`src/rtl/fft_input_buffer.sv`:
```
// Gathers eight complex samples into a bank, then hands them to the butterfly stage as one parallel frame.
// Optional macro FFT_IN_BITREV_EN: on transfer, slot k lands at signal_o[bitrev3(k)] instead of signal_o[k].
module fft_input_buffer #(
    parameter int W = 25
) (
    input  logic           clk_i,
    input  logic           reset_i,
    input  logic           s_valid_i,
    output logic           s_ready_o,
    input  logic [2*W-1:0] s_data_i,
    output logic [2*W-1:0] signal_o [7:0],
    output logic           frame_valid_o,
    input  logic           frame_ready_i,
    output logic [15:0]    frame_cnt_o
);

    localparam logic [3:0] WR_FULL = 4'd8;
    localparam logic [3:0] WR_LAST = 4'd7;

    // Slot that feeds output position pos; bit reversal is its own inverse.
    function automatic int slot_of(input int pos);
        logic [2:0] b;
        b = 3'(pos);
`ifdef FFT_IN_BITREV_EN
        return int'({b[0], b[1], b[2]});
`else
        return int'(b);
`endif
    endfunction

    logic [2*W-1:0] bank_reg   [0:7];
    logic [2*W-1:0] frame_next [0:7];
    logic [2*W-1:0] signal_reg [0:7];

    logic [3:0]  wr_cnt_reg;
    logic [3:0]  wr_cnt_next;
    logic        s_ready_reg;
    logic        frame_valid_reg;
    logic        frame_valid_next;
    logic [15:0] frame_cnt_reg;

    logic accept;
    logic last_accept;
    logic slot_free;
    logic bank_full;
    logic transfer;
    logic handshake;

    always_comb begin
        accept      = s_valid_i && s_ready_reg;
        last_accept = accept && (wr_cnt_reg == WR_LAST);
        bank_full   = (wr_cnt_reg == WR_FULL);
        slot_free   = !frame_valid_reg || frame_ready_i;
        transfer    = slot_free && (last_accept || bank_full);
        handshake   = frame_valid_reg && frame_ready_i;
    end

    // Slot 7 bypasses the bank when the frame completes straight into a free output slot.
    genvar gi;
    generate
        for (gi = 0; gi < 7; gi++) begin : g_frame_bank
            assign frame_next[gi] = bank_reg[gi];
        end
    endgenerate
    assign frame_next[7] = bank_full ? bank_reg[7] : s_data_i;

    always_comb begin
        wr_cnt_next = wr_cnt_reg;
        if (transfer) begin
            wr_cnt_next = 4'd0;
        end else if (last_accept) begin
            wr_cnt_next = WR_FULL;
        end else if (accept) begin
            wr_cnt_next = wr_cnt_reg + 4'd1;
        end
    end

    always_comb begin
        frame_valid_next = frame_valid_reg;
        if (transfer) begin
            frame_valid_next = 1'b1;
        end else if (handshake) begin
            frame_valid_next = 1'b0;
        end
    end

    // Sample storage carries no reset: wr_cnt alone decides which entries are meaningful.
    always_ff @(posedge clk_i) begin
        if (accept) begin
            bank_reg[wr_cnt_reg[2:0]] <= s_data_i;
        end
    end

    always_ff @(posedge clk_i or negedge reset_i) begin
        if (!reset_i) begin
            wr_cnt_reg      <= 4'd0;
            s_ready_reg     <= 1'b0;
            frame_valid_reg <= 1'b0;
            frame_cnt_reg   <= 16'd0;
        end else begin
            wr_cnt_reg      <= wr_cnt_next;
            s_ready_reg     <= (wr_cnt_next != WR_FULL);
            frame_valid_reg <= frame_valid_next;
            if (handshake) begin
                frame_cnt_reg <= frame_cnt_reg + 16'd1;
            end
        end
    end

    always_ff @(posedge clk_i or negedge reset_i) begin
        if (!reset_i) begin
            for (int i = 0; i < 8; i++) begin
                signal_reg[i] <= '0;
            end
        end else if (transfer) begin
            for (int i = 0; i < 8; i++) begin
                signal_reg[i] <= frame_next[slot_of(i)];
            end
        end
    end

    generate
        for (gi = 0; gi < 8; gi++) begin : g_signal_out
            assign signal_o[gi] = signal_reg[gi];
        end
    endgenerate

    assign s_ready_o     = s_ready_reg;
    assign frame_valid_o = frame_valid_reg;
    assign frame_cnt_o   = frame_cnt_reg;

endmodule

```
`config.mk`:
```
export PLATFORM = sky130hd
export DESIGN_NAME = fft_input_buffer
export DESIGN_NICKNAME = d
export VERILOG_FILES = /design/src/rtl/fft_input_buffer.sv
export SDC_FILE = /design/constraint.sdc
export NUM_CORES = 1
export LEC_CHECK = 0
export BUFFER_PORTS_ARGS = -buffer_cell sky130_fd_sc_hd__buf_2
export CAP_MARGIN = 40
export CORE_MARGIN = 1
export CORE_UTILIZATION = 55
export DETAILED_ROUTE_END_ITERATION = 7
export HOLD_SLACK_MARGIN = 0.08
export PLACE_DENSITY_LB_ADDON = 0.2
export SLEW_MARGIN = 40
export SYNTH_ARGS = -nofsm -noshare
export SYNTH_HDL_FRONTEND = slang
export SYNTH_SLANG_ARGS = --single-unit
```
`constraint.sdc`:
```
create_clock -name clk_i -period 7 [get_ports clk_i]
set_clock_uncertainty 0.05 [all_clocks]
set_input_delay 0.7 -clock clk_i [delete_from_list [all_inputs] [get_ports clk_i]]
set_output_delay 0.7 -clock clk_i [all_outputs]
set_load 0.005 [all_outputs]
```
==> results.sh, run 1 <==
export IMPL_fin_nets=2049
export IMPL_cts_buffers=81
export IMPL_yosysTopAreaCell="edfxtp_1"
export IMPL_finalSetupViolCount=0
export IMPL_synth_xor_area_share_pct=0.442
export IMPL_synth_top_area_share_pct=40.4
export IMPL_initialDrtViolationCount=1032
export IMPL_n_fill_cell=3558
export IMPL_htreeDepth=3
export IMPL_core_area_sq_um=53000
export IMPL_clk_pin_slew_worst_paths_ns=0.06
export IMPL_synthMuxAreaShare_pct=18.8
export IMPL_grt_pass1_vias=15354
export IMPL_yosysSeqAreaShare_pct=76.0
export IMPL_cp_end_kind="flip-flop"
export IMPL_finalHoldViolCount=0
export IMPL_layout_drive_gt1_share_pct=48.7
export IMPL_syn_num_nets=1528
export IMPL_dpl_cell_count=2595
export IMPL_place_area_sq_um=32900
export IMPL_path_class="reg -> reg"
export IMPL_synth_cell_types=35
export IMPL_tightest_slew_ns=0.800
export IMPL_synthSimpleGateAreaFrac_pct=0.948
export IMPL_ir_drop_mv=0.272
export IMPL_area_growth_syn_to_layout_pct=20.4
export IMPL_hp_class="in -> reg"
export IMPL_cp_start_kind="flip-flop"
export IMPL_grt_pass1_wl_mm=99.3
export IMPL_vias=14952
export IMPL_post_cts_buffers=0
export IMPL_final_cell_area_sq_um=35700
export IMPL_synth_compound_area_share_pct=1.87
export IMPL_place_congestion=0.805
export IMPL_port_buffers=471
export IMPL_die_w_microns=234
export IMPL_multi_input_area_sq_um=6690
export IMPL_swShare_pct=27.7
export IMPL_grt_use_total_pct=24.6
export IMPL_combPwrFrac_pct=26.7
export IMPL_syn_area_sq_um=29700
export IMPL_cts_sinks=822
export IMPL_switching_power_uw=4480
export IMPL_vias_per_cell=5.44
export IMPL_setup_ws_ns=3.03
export IMPL_p_per_area_nw_per_um2=452
export IMPL_rsz0062_at_grt="no"
export IMPL_overflow=0
export IMPL_ctsRootBufferMaster="clkbuf_16"
export IMPL_setup_tns_ns=0
export IMPL_rows=84
export IMPL_yosys_top_cells_area="edfxtp_1 (40%), dfrtp_1 (36%), mux2_4 (15%), mux2_2 (2.0%), o21ai_0 (1.7%)"
export IMPL_start_util_pct=56.1
export IMPL_insertion_delay_ns=0.61
export IMPL_p_clk_share_pct=28.0
export IMPL_num_antenna_cells=0
export IMPL_min_period_ns=3.97
export IMPL_ios=472
export IMPL_ant_nets=0
export IMPL_antenna_found_initial=1
export IMPL_post_drt_wl_per_cell_microns=24.5
export IMPL_syn_avg_cell_area_sq_um=20.2
export IMPL_regArea_sq_um=22600
export IMPL_drc=0
export IMPL_die_h_microns=234
export IMPL_ys_seq_elements=822
export IMPL_cp_max_fo=84
export IMPL_synth_adder_area_share_pct=0.169
export IMPL_dieArea_sq_um=54900
export IMPL_pre_cts_slack_ns=2.89
export IMPL_maxCapViolCount=0
export IMPL_status="complete, no violations"
export IMPL_internal_power_uw=11700
export IMPL_grt_max_degree=101
export IMPL_p_leak_uw=0.0165
export IMPL_syn_inst=1470
export IMPL_synth_top_family_by_area="multiplexers"
export IMPL_cp_required_ns=7.45
export IMPL_routed_wl_mm=67.3
export IMPL_slew_headroom_pct=46.7
export IMPL_drt_pass1_iterations=5
export IMPL_clk_path_buf_depth=3
export IMPL_power_total_uw=16100
export IMPL_cp_arrival_ns=4.41
export IMPL_hpwl_mm=41.9
export IMPL_finalNonFillerCells=2747
export IMPL_pwr_share_seq_pct=45.3
export IMPL_maxSlewViolCount=0
export IMPL_cts_tree="built"
export IMPL_max_clock_freq_ghz=0.252
export IMPL_period_share_pct=56.7
export IMPL_yosysWarnings=0
==> routing by layer <==
metal	vias to the layer above	track usage (%)	share of wire (%)
li1	6492	-	-
met1	7927	34.0	43
met2	433	38.0	48
met3	98	6.55	7.0
met4	2	8.33	2.5
met5	-	0	0.019
==> path summary, 6_finish.rpt <==
| check | to | slack (ns) | from | depth (start not counted) |
|---|---|---|---|---|
| setup / recovery | signal_o[138] | 3.03 | wr_cnt_reg[0] | 9 |
| hold / removal | bank_reg[0][27] | 0.34 | s_data_i[27] | 1 |
| setup reg to reg | signal_o[138] | 3.03 | wr_cnt_reg[0] | 9 |
| hold reg to reg | frame_cnt_o[15] | 0.41 | frame_cnt_o[15] | 1 |
| max in group asynchronous | signal_o[22] | 4.92 | reset_i | 4 |
| min in group asynchronous | frame_cnt_o[14] | 0.60 | reset_i | 2 |
==> power by group through the flow <==
| stage | logic, uW | registers (uW) | clock network [uW] |
|---|---|---|---|
| after floorplan | 2310 | 7360 | 0 |
| after global placement | 4200 | 7300 | 0 |
| after detailed placement | 4330 | 7360 | 0 |
| after CTS | 4360 | 7310 | 4610 |
| after global routing | 4620 | 7470 | 4800 |
| final | 4310 | 7310 | 4530 |
==> through the flow <==
stage               hold slack, ns  utilization (%)
finish                       0.339             67.5
global route                 0.341             67.5
CTS                          0.311             67.5
detailed placement           0.412             62.1
global placement             0.407             61.7
floorplan                    0.354                -
==> cells in the final DEF (no fill, tap or decap), types with 2 or more instances in the layout <==
cell type,count
ha_1,4
xnor2_1,14
nand3_1,5
inv_6,3
clkinvlp_4,11
dfrtp_1,422
buf_16,7
and4_1,2
bufinv_16,10
buf_4,14
mux2_2,52
o21ai_0,102
nor2_4,3
mux2_4,300
nand4_1,8
clkbuf_16,85
and2_1,2
nor3_2,4
mux2i_1,50
nor2_1,4
buf_2,470
clkinv_1,2
buf_6,5
clkbuf_8,10
nand2b_1,2
edfxtp_1,400
clkbuf_1,12
clkinv_2,17
nand2_1,11
inv_1,4
a21oi_1,4
buf_12,3
nand3b_1,2
==> timing repair <==
action,in CTS,in global routing
resized for setup,0,0
hold buffers,1,0
hold endpoints to repair,69,0
==> synth_stat cells <==
cell       instances
nand2_1           11
o21ai_0          102
o32ai_1            1
clkbuf_1          19
nand2b_4           1
a21oi_1            4
buf_2              6
nor2b_1            1
buf_6             34
nand3_2            1
xnor2_1           14
inv_1              4
and4_1             2
nand2b_1           2
mux2i_1           50
nand3b_1           2
o31a_1             1
a2111oi_0          1
or3_1              1
mux2_4           300
nor3_1             4
clkbuf_2           1
ha_1               4
nand4_1            8
xor2_1             1
nand3_1            6
nor4_1             1
dfrtp_1          422
nor3b_1            1
edfxtp_1         400
and3_1             1
and2_1             2
buf_1              3
mux2_2            52
nor2_1             7
==> critical path: stages, from the launching register on <==
cell and delay, ns:
dfrtp_1 0.51, inv_1 0.14, ha_1 0.23, nand3b_1 0.10, o31a_4 0.54, nand2b_4 0.71
buf_12 0.18, buf_16 0.39, buf_16 0.41, mux2_2 0.40
==> cell families after synthesis <==
family,count (synthesis)
flops,822
mux,402
compound gates,109
buf+inv,67
simple gates,51
xor+xnor,15
fa+ha+maj,4
==> area by class of cell <==
type	count	share of cell area, %
Sequential cell	822	63.1
Clock inverter	44	1.43
Clock buffer	107	6.46
Inverter	4	0.0420
Tap cell	688	2.41
Multi-Input combinational cell	581	18.7
Timing Repair Buffer	501	7.81
No activity file was read; power rests on OpenSTA's default activity.
==> run 2, diff against run 1 <==
ABC_AREA = 1   (was not set)
clock period = 3.84 ns   (was 7 ns; I/O delays follow)
==> run 2 against run 1 <==
Wire length rose by 6.0%. Non-clock buffer count rose by 51. Clock power rose by 67%. Worst setup slack got worse by 1.7 ns. Sequential share of layout area rose by 1.4 points. Register-to-register slack got worse by 1.7 ns. Utilization rose by 0.25 points. Hold slack got worse by 0.24 ns. Maximum frequency rose by 60%. Clock-buffer cell count rose by 8.
==> results.sh, run 2 <==
export IMPL_yosysWarnings=0
export IMPL_synth_top_area_share_pct=41.6
export IMPL_syn_num_nets=2382
export IMPL_final_common_cell="nand2_1"
export IMPL_syn_avg_cell_area_sq_um=12.4
export IMPL_vias_per_cell=5.21
export IMPL_cts_buffers=79
export IMPL_maxSlewViolCount=0
export IMPL_slew_headroom_pct=48.0
export IMPL_cts_sinks=822
export IMPL_synth_ff_type="dfrtp_1"
export IMPL_cp_max_fo=137
export IMPL_synth_cell_types=25
export IMPL_clk_path_buf_depth=3
export IMPL_initialDrtViolationCount=1450
export IMPL_ant_nets=0
export IMPL_routed_wl_mm=71.3
export IMPL_ios=472
export IMPL_syn_area_sq_um=28900
export IMPL_layout_drive_gt1_share_pct=23.5
export IMPL_drc=0
export IMPL_die_h_microns=231
export IMPL_overflow=0
export IMPL_yosysTopAreaCell="edfxtp_1"
export IMPL_cp_arrival_ns=2.90
export IMPL_ys_seq_elements=822
export IMPL_cp_end_kind="flip-flop"
export IMPL_n_fill_cell=3679
export IMPL_synthMuxAreaShare_pct=0
export IMPL_async_reset_ff_share_pct=51.3
export IMPL_grt_pass1_vias=18343
export IMPL_die_w_microns=231
export IMPL_cts_repair_resized=0
export IMPL_vias=18757
export IMPL_grt_max_degree=138
export IMPL_pre_cts_slack_ns=1.31
export IMPL_post_cts_buffers=0
export IMPL_p_leak_uw=0.0166
export IMPL_cts_tree="built"
export IMPL_place_congestion=0.866
export IMPL_r2r_cells=8
export IMPL_min_period_ns=2.49
export IMPL_core_area_sq_um=51600
export IMPL_synth_xor_area_share_pct=0.273
export IMPL_cp_required_ns=4.25
export IMPL_port_buffers=471
export IMPL_rsz0062_at_grt="no"
export IMPL_status="complete, no violations"
export IMPL_synth_compound_area_share_pct=1.88
export IMPL_htreeDepth=3
export IMPL_hp_class="in -> reg"
export IMPL_regArea_sq_um=22600
export IMPL_multi_input_area_sq_um=5620
export IMPL_ir_drop_mv=0.536
export IMPL_tightest_slew_ns=0.778
export IMPL_syn_inst=2324
export IMPL_grt_pass1_wl_mm=109
export IMPL_path_delay_family="buffers and inverters"
export IMPL_period_share_pct=64.7
export IMPL_slowest_delay_ns=0.42
export IMPL_cp_num_cells=8
export IMPL_ctsRootBufferMaster="clkbuf_16"
export IMPL_post_drt_wl_per_cell_microns=19.8
export IMPL_area_growth_syn_to_layout_pct=21.0
export IMPL_fin_nets=2917
export IMPL_synth_top_family_by_area="simple AND/OR/NAND/NOR gates"
export IMPL_yosys_top_cells_area="edfxtp_1 (42%), dfrtp_1 (37%), nand2_1 (15%), o21ai_0 (1.8%), buf_6 (1.1%)"
export IMPL_setup_tns_ns=0
export IMPL_crit_chain="inv_1 -> ha_1 -> nand3_1 -> nand2_1 -> nand2_8 -> buf_12 -> buf_16 -> o21ai_0"
export IMPL_max_clock_freq_ghz=0.402
export IMPL_synthSimpleGateAreaFrac_pct=16.8
export IMPL_antenna_found_initial=0
export IMPL_crit_slowest_cell="dfrtp_1"
export IMPL_cp_start_kind="flip-flop"
export IMPL_synth_adder_area_share_pct=0.173
export IMPL_synth_edff_count=400
export IMPL_crit_buf_inv=3
export IMPL_p_per_area_nw_per_um2=786
export IMPL_synth_most_common_cell="nand2_1"
export IMPL_rows=83
export IMPL_hpwl_mm=44.2
export IMPL_hold_path_depth=1
export IMPL_clk_pin_slew_worst_paths_ns=0.06
export IMPL_synth_common_cells="nand2_1 (1155), dfrtp_1 (422), edfxtp_1 (400)"
export IMPL_grt_use_total_pct=27.1
export IMPL_yosysSeqAreaShare_pct=78.1
export IMPL_finalSetupViolCount=0
export IMPL_drt_pass1_iterations=6
export IMPL_insertion_delay_ns=0.61
export IMPL_setup_ws_ns=1.35
export IMPL_cts_hold_buffers=45
export IMPL_finalHoldViolCount=0
export IMPL_mostFrequentLayoutCells="nand2_1 (1155), buf_2 (470), dfrtp_1 (422), edfxtp_1 (400), o21ai_0 (105)"
export IMPL_dieArea_sq_um=53500
export IMPL_path_class="reg -> reg"
export IMPL_maxCapViolCount=0
export IMPL_regToRegSetupSlack_ns=1.35
export IMPL_start_util_pct=56.0
-- run 2: cell count changes in the layout (fill, tap and decap cells not counted), moves of 10 or more --
cell	previous run	this run
dlygate4sd3_1	1	46
mux2_2	52	0
or2_2	0	50
nand2_1	11	1155
mux2_4	300	0
clkbuf_1	12	22
xnor2_1	14	3
mux2i_1	50	0
inv_1	4	25
nor2_1	4	22
-- run 2: final timing paths --
| path | start | end |
|---|---|---|
| max in group asynchronous | reset_i | signal_o[386] |
| worst min-delay path | s_data_i[28] | bank_reg[7][28] |
| worst max register to register | wr_cnt_reg[1] | signal_o[373] |
| worst min register to register | bank_reg[4][0] | signal_o[200] |
| min in group asynchronous | reset_i | frame_cnt_o[3] |
| worst max-delay path | wr_cnt_reg[1] | signal_o[373] |
-- run 2: final cells by class --
| type | count | area share, % |
|---|---|---|
| sequential | 822 | 64.6 |
| multi-input combinational | 1375 | 16.1 |
| timing repair buffer | 552 | 9.37 |
| clock buffer | 115 | 6.51 |
| tap | 680 | 2.43 |
| clock inverter | 26 | 0.694 |
| inverter | 29 | 0.354 |
| antenna | 1 | 0.00716 |
-- run 2: logic make-up (layout without fill, tap and decap cells) --
logic type               count (synthesis)  count (layout)
flip-flops                             822             822
XOR/XNOR                                 9               9
adder cells (fa/ha/maj)                  4               4
AO/OA/AOI/OAI                          108             108
other                                    0               1
AND/OR/NAND/NOR                       1254            1254
buffers and inverters                  127             722
-- run 2: where the power goes --
group	internal [uW]	leakage, uW	switching (uW)
combinational	2550	0.00637	4050
clock	4380	0.00123	3170
sequential	11800	0.00898	1490
-- run 2: metal layers --
layer  vias up  wire length (microns)  GRT usage [%]
li1       8583                      -              -
met1      9316                  29400           37.4
met2       726                  34200           42.8
met3       132                   5580           6.72
met4         0                   2140           8.63
met5         -                      0              0
-- run 2: per-stage QoR --
step | util (%) | area (sq um) | std cells | power, uW | hold WS, ns
after global placement | 61.8 | 31900 | 3410 | 19700 | 0.371
after detailed placement | 62.0 | 32000 | 3412 | 20000 | 0.295
final | 67.7 | 35000 | 3600 | 27500 | 0.102
after global routing | 67.7 | 35000 | 3599 | 28900 | 0.0821
after floorplan | - | 28900 | 2324 | 16400 | 0.0384
after CTS | 67.7 | 34900 | 3598 | 27600 | 0.0800
==> run 3, diff against run 2 <==
clock period = 2.3 ns   (was 3.84 ns; I/O delays follow)
==> run 3 against run 2 <==
Hold slack improved by 0.10 ns. Sequential power increased by 68%. Clock-buffer cell count increased by 3. Utilization increased by 0.84 points. Largest power group unchanged.
==> results.sh, run 3 (same netlist as run 2, synthesis figures left out) <==
export IMPL_status="complete, no violations"
export IMPL_crit_end="signal_o[387]"
export IMPL_grt_use_met2_pct=43.6
export IMPL_maxSlewViolCount=0
export IMPL_slew_headroom_pct=56.5
export IMPL_post_drt_wl_per_cell_microns=19.8
export IMPL_routed_wl_mm=71.8
export IMPL_cts_sinks=822
export IMPL_layout_drive_gt1_share_pct=24.1
export IMPL_hp_class="in -> async"
export IMPL_port_buffers=471
export IMPL_r2r_cells=7
export IMPL_drt_pass1_iterations=8
export IMPL_p_per_area_nw_per_um2=1310
export IMPL_cts_tree="built"
export IMPL_tightest_slew_ns=0.653
export IMPL_post_cts_buffers=0
export IMPL_crit_slowest_cell="dfrtp_1"
export IMPL_ctsRootBufferMaster="clkbuf_16"
export IMPL_maxCapViolCount=0
export IMPL_die_h_microns=231
export IMPL_vias_per_cell=5.22
export IMPL_drc=0
export IMPL_busiest_layer="met2"
export IMPL_ant_nets=0
export IMPL_cts_buffers=80
export IMPL_rows=83
export IMPL_grtUsageMet3_pct=6.83
export IMPL_setup_ws_ns=0.175
export IMPL_clk_path_buf_depth=3
export IMPL_mostFrequentLayoutCells="nand2_1 (1155), buf_2 (470), dfrtp_1 (422), edfxtp_1 (400), o21ai_0 (105)"
export IMPL_use_met1_pct=36.9
export IMPL_cp_end_kind="flip-flop"
export IMPL_path_class="reg -> reg"
export IMPL_grt_pass1_vias=18754
export IMPL_fin_nets=2935
export IMPL_cp_max_fo=133
export IMPL_final_util_pct=68.6
export IMPL_initialDrtViolationCount=1595
export IMPL_pre_cts_slack_ns=0.234
export IMPL_r2r_end="signal_o[387]"
export IMPL_grt_use_total_pct=27.2
export IMPL_regToRegSetupSlack_ns=0.17
export IMPL_p_leak_uw=0.0168
export IMPL_crit_chain="inv_1 -> ha_1 -> nand3_1 -> nand2_1 -> nand2_8 -> buf_12 -> o21ai_0"
export IMPL_start_util_pct=56.0
export IMPL_final_common_cell="nand2_1"
export IMPL_place_congestion=0.820
export IMPL_max_clock_freq_ghz=0.471
export IMPL_hpwl_mm=44.2
export IMPL_cp_start_kind="flip-flop"
export IMPL_ir_drop_mv=0.792
export IMPL_area_growth_syn_to_layout_pct=22.5
export IMPL_grt_max_degree=134
export IMPL_htreeDepth=3
export IMPL_period_share_pct=92.4
export IMPL_slowest_delay_ns=0.42
export IMPL_clk_pin_slew_worst_paths_ns=0.06
export IMPL_cts_hold_buffers=54
export IMPL_finalHoldViolCount=0
export IMPL_r2r_start="wr_cnt_reg[1]"
export IMPL_crit_start="wr_cnt_reg[1]"
export IMPL_holdWs_ns=0.206
export IMPL_grt_pass1_wl_mm=110
export IMPL_die_w_microns=231
export IMPL_finalSetupViolCount=0
export IMPL_cts_repair_resized=0
export IMPL_min_period_ns=2.13
export IMPL_overflow=0
export IMPL_ios=472
export IMPL_core_area_sq_um=51600
export IMPL_antenna_found_initial=1
export IMPL_cp_required_ns=2.69
export IMPL_insertion_delay_ns=0.61
export IMPL_vias=18918
export IMPL_rsz0062_at_grt="no"
export IMPL_dieArea_sq_um=53500
export IMPL_num_antenna_cells=0
export IMPL_cp_arrival_ns=2.52
## run 3: changes by cell type in the layout (fill, tap and decap cells not counted), sizes merged
cell	change
diode	-1
clkinvlp	+2
clkinv	+1
inv	+2
clkbuf	+3
buf	+10
dlygate4sd3	+7
## run 3: through the flow
stage / area [sq um] / TNS [ns] / cells / power [uW]
after floorplan: 28900 / -58.31 / 2324 / 27400
after global placement: 32200 / 0 / 3421 / 33100
final: 35400 / 0 / 3624 / 46500
after detailed placement: 32200 / 0 / 3421 / 33600
after global routing: 35400 / 0 / 3624 / 49100
after CTS: 35400 / 0 / 3624 / 46800
## run 3: critical path: cells and delay by family, from the launching register on
kind	cells	cell delay, ns
AND/OR/NAND/NOR	3	0.41
AO/OA/AOI/OAI	1	0.20
adder cells (fa/ha/maj)	1	0.20
buffers and inverters	2	0.49
flip-flops	1	0.42
## run 3: worst min path at each step
stage                       to  slack [ns]  cells past startpoint
6_report        frame_cnt_o[7]        0.21                      3
5_1_grt           signal_o[99]        0.21                      3
4_1_cts        frame_cnt_o[11]        0.18                      3
3_5_place_dp    frame_cnt_o[4]        0.10                      1
3_3_place_gp    frame_cnt_o[4]         0.1                      1
2_1_floorplan   frame_cnt_o[0]       -0.12                      0
## run 3: layer usage
metal | routed length (microns) | share of wire, %
met5 | 13 | 0.018
met4 | 1870 | 2.6
met3 | 5560 | 7.7
met2 | 35200 | 49
met1 | 29200 | 41
## run 3: cell type report
type	count	area, sq um
Sequential cell	822	22600
Fill cell	3587	16200
Multi-Input combinational cell	1375	5620
Timing Repair Buffer	569	3570
Clock buffer	118	2390
Tap cell	680	851
Clock inverter	31	270
Inverter	29	121
## run 3: where the power goes
group | total [uW] | switching (uW) | internal [uW]
Combinational | 11200 | 6730 | 4430
Clock | 13000 | 5380 | 7660
Sequential | 22300 | 2540 | 19700
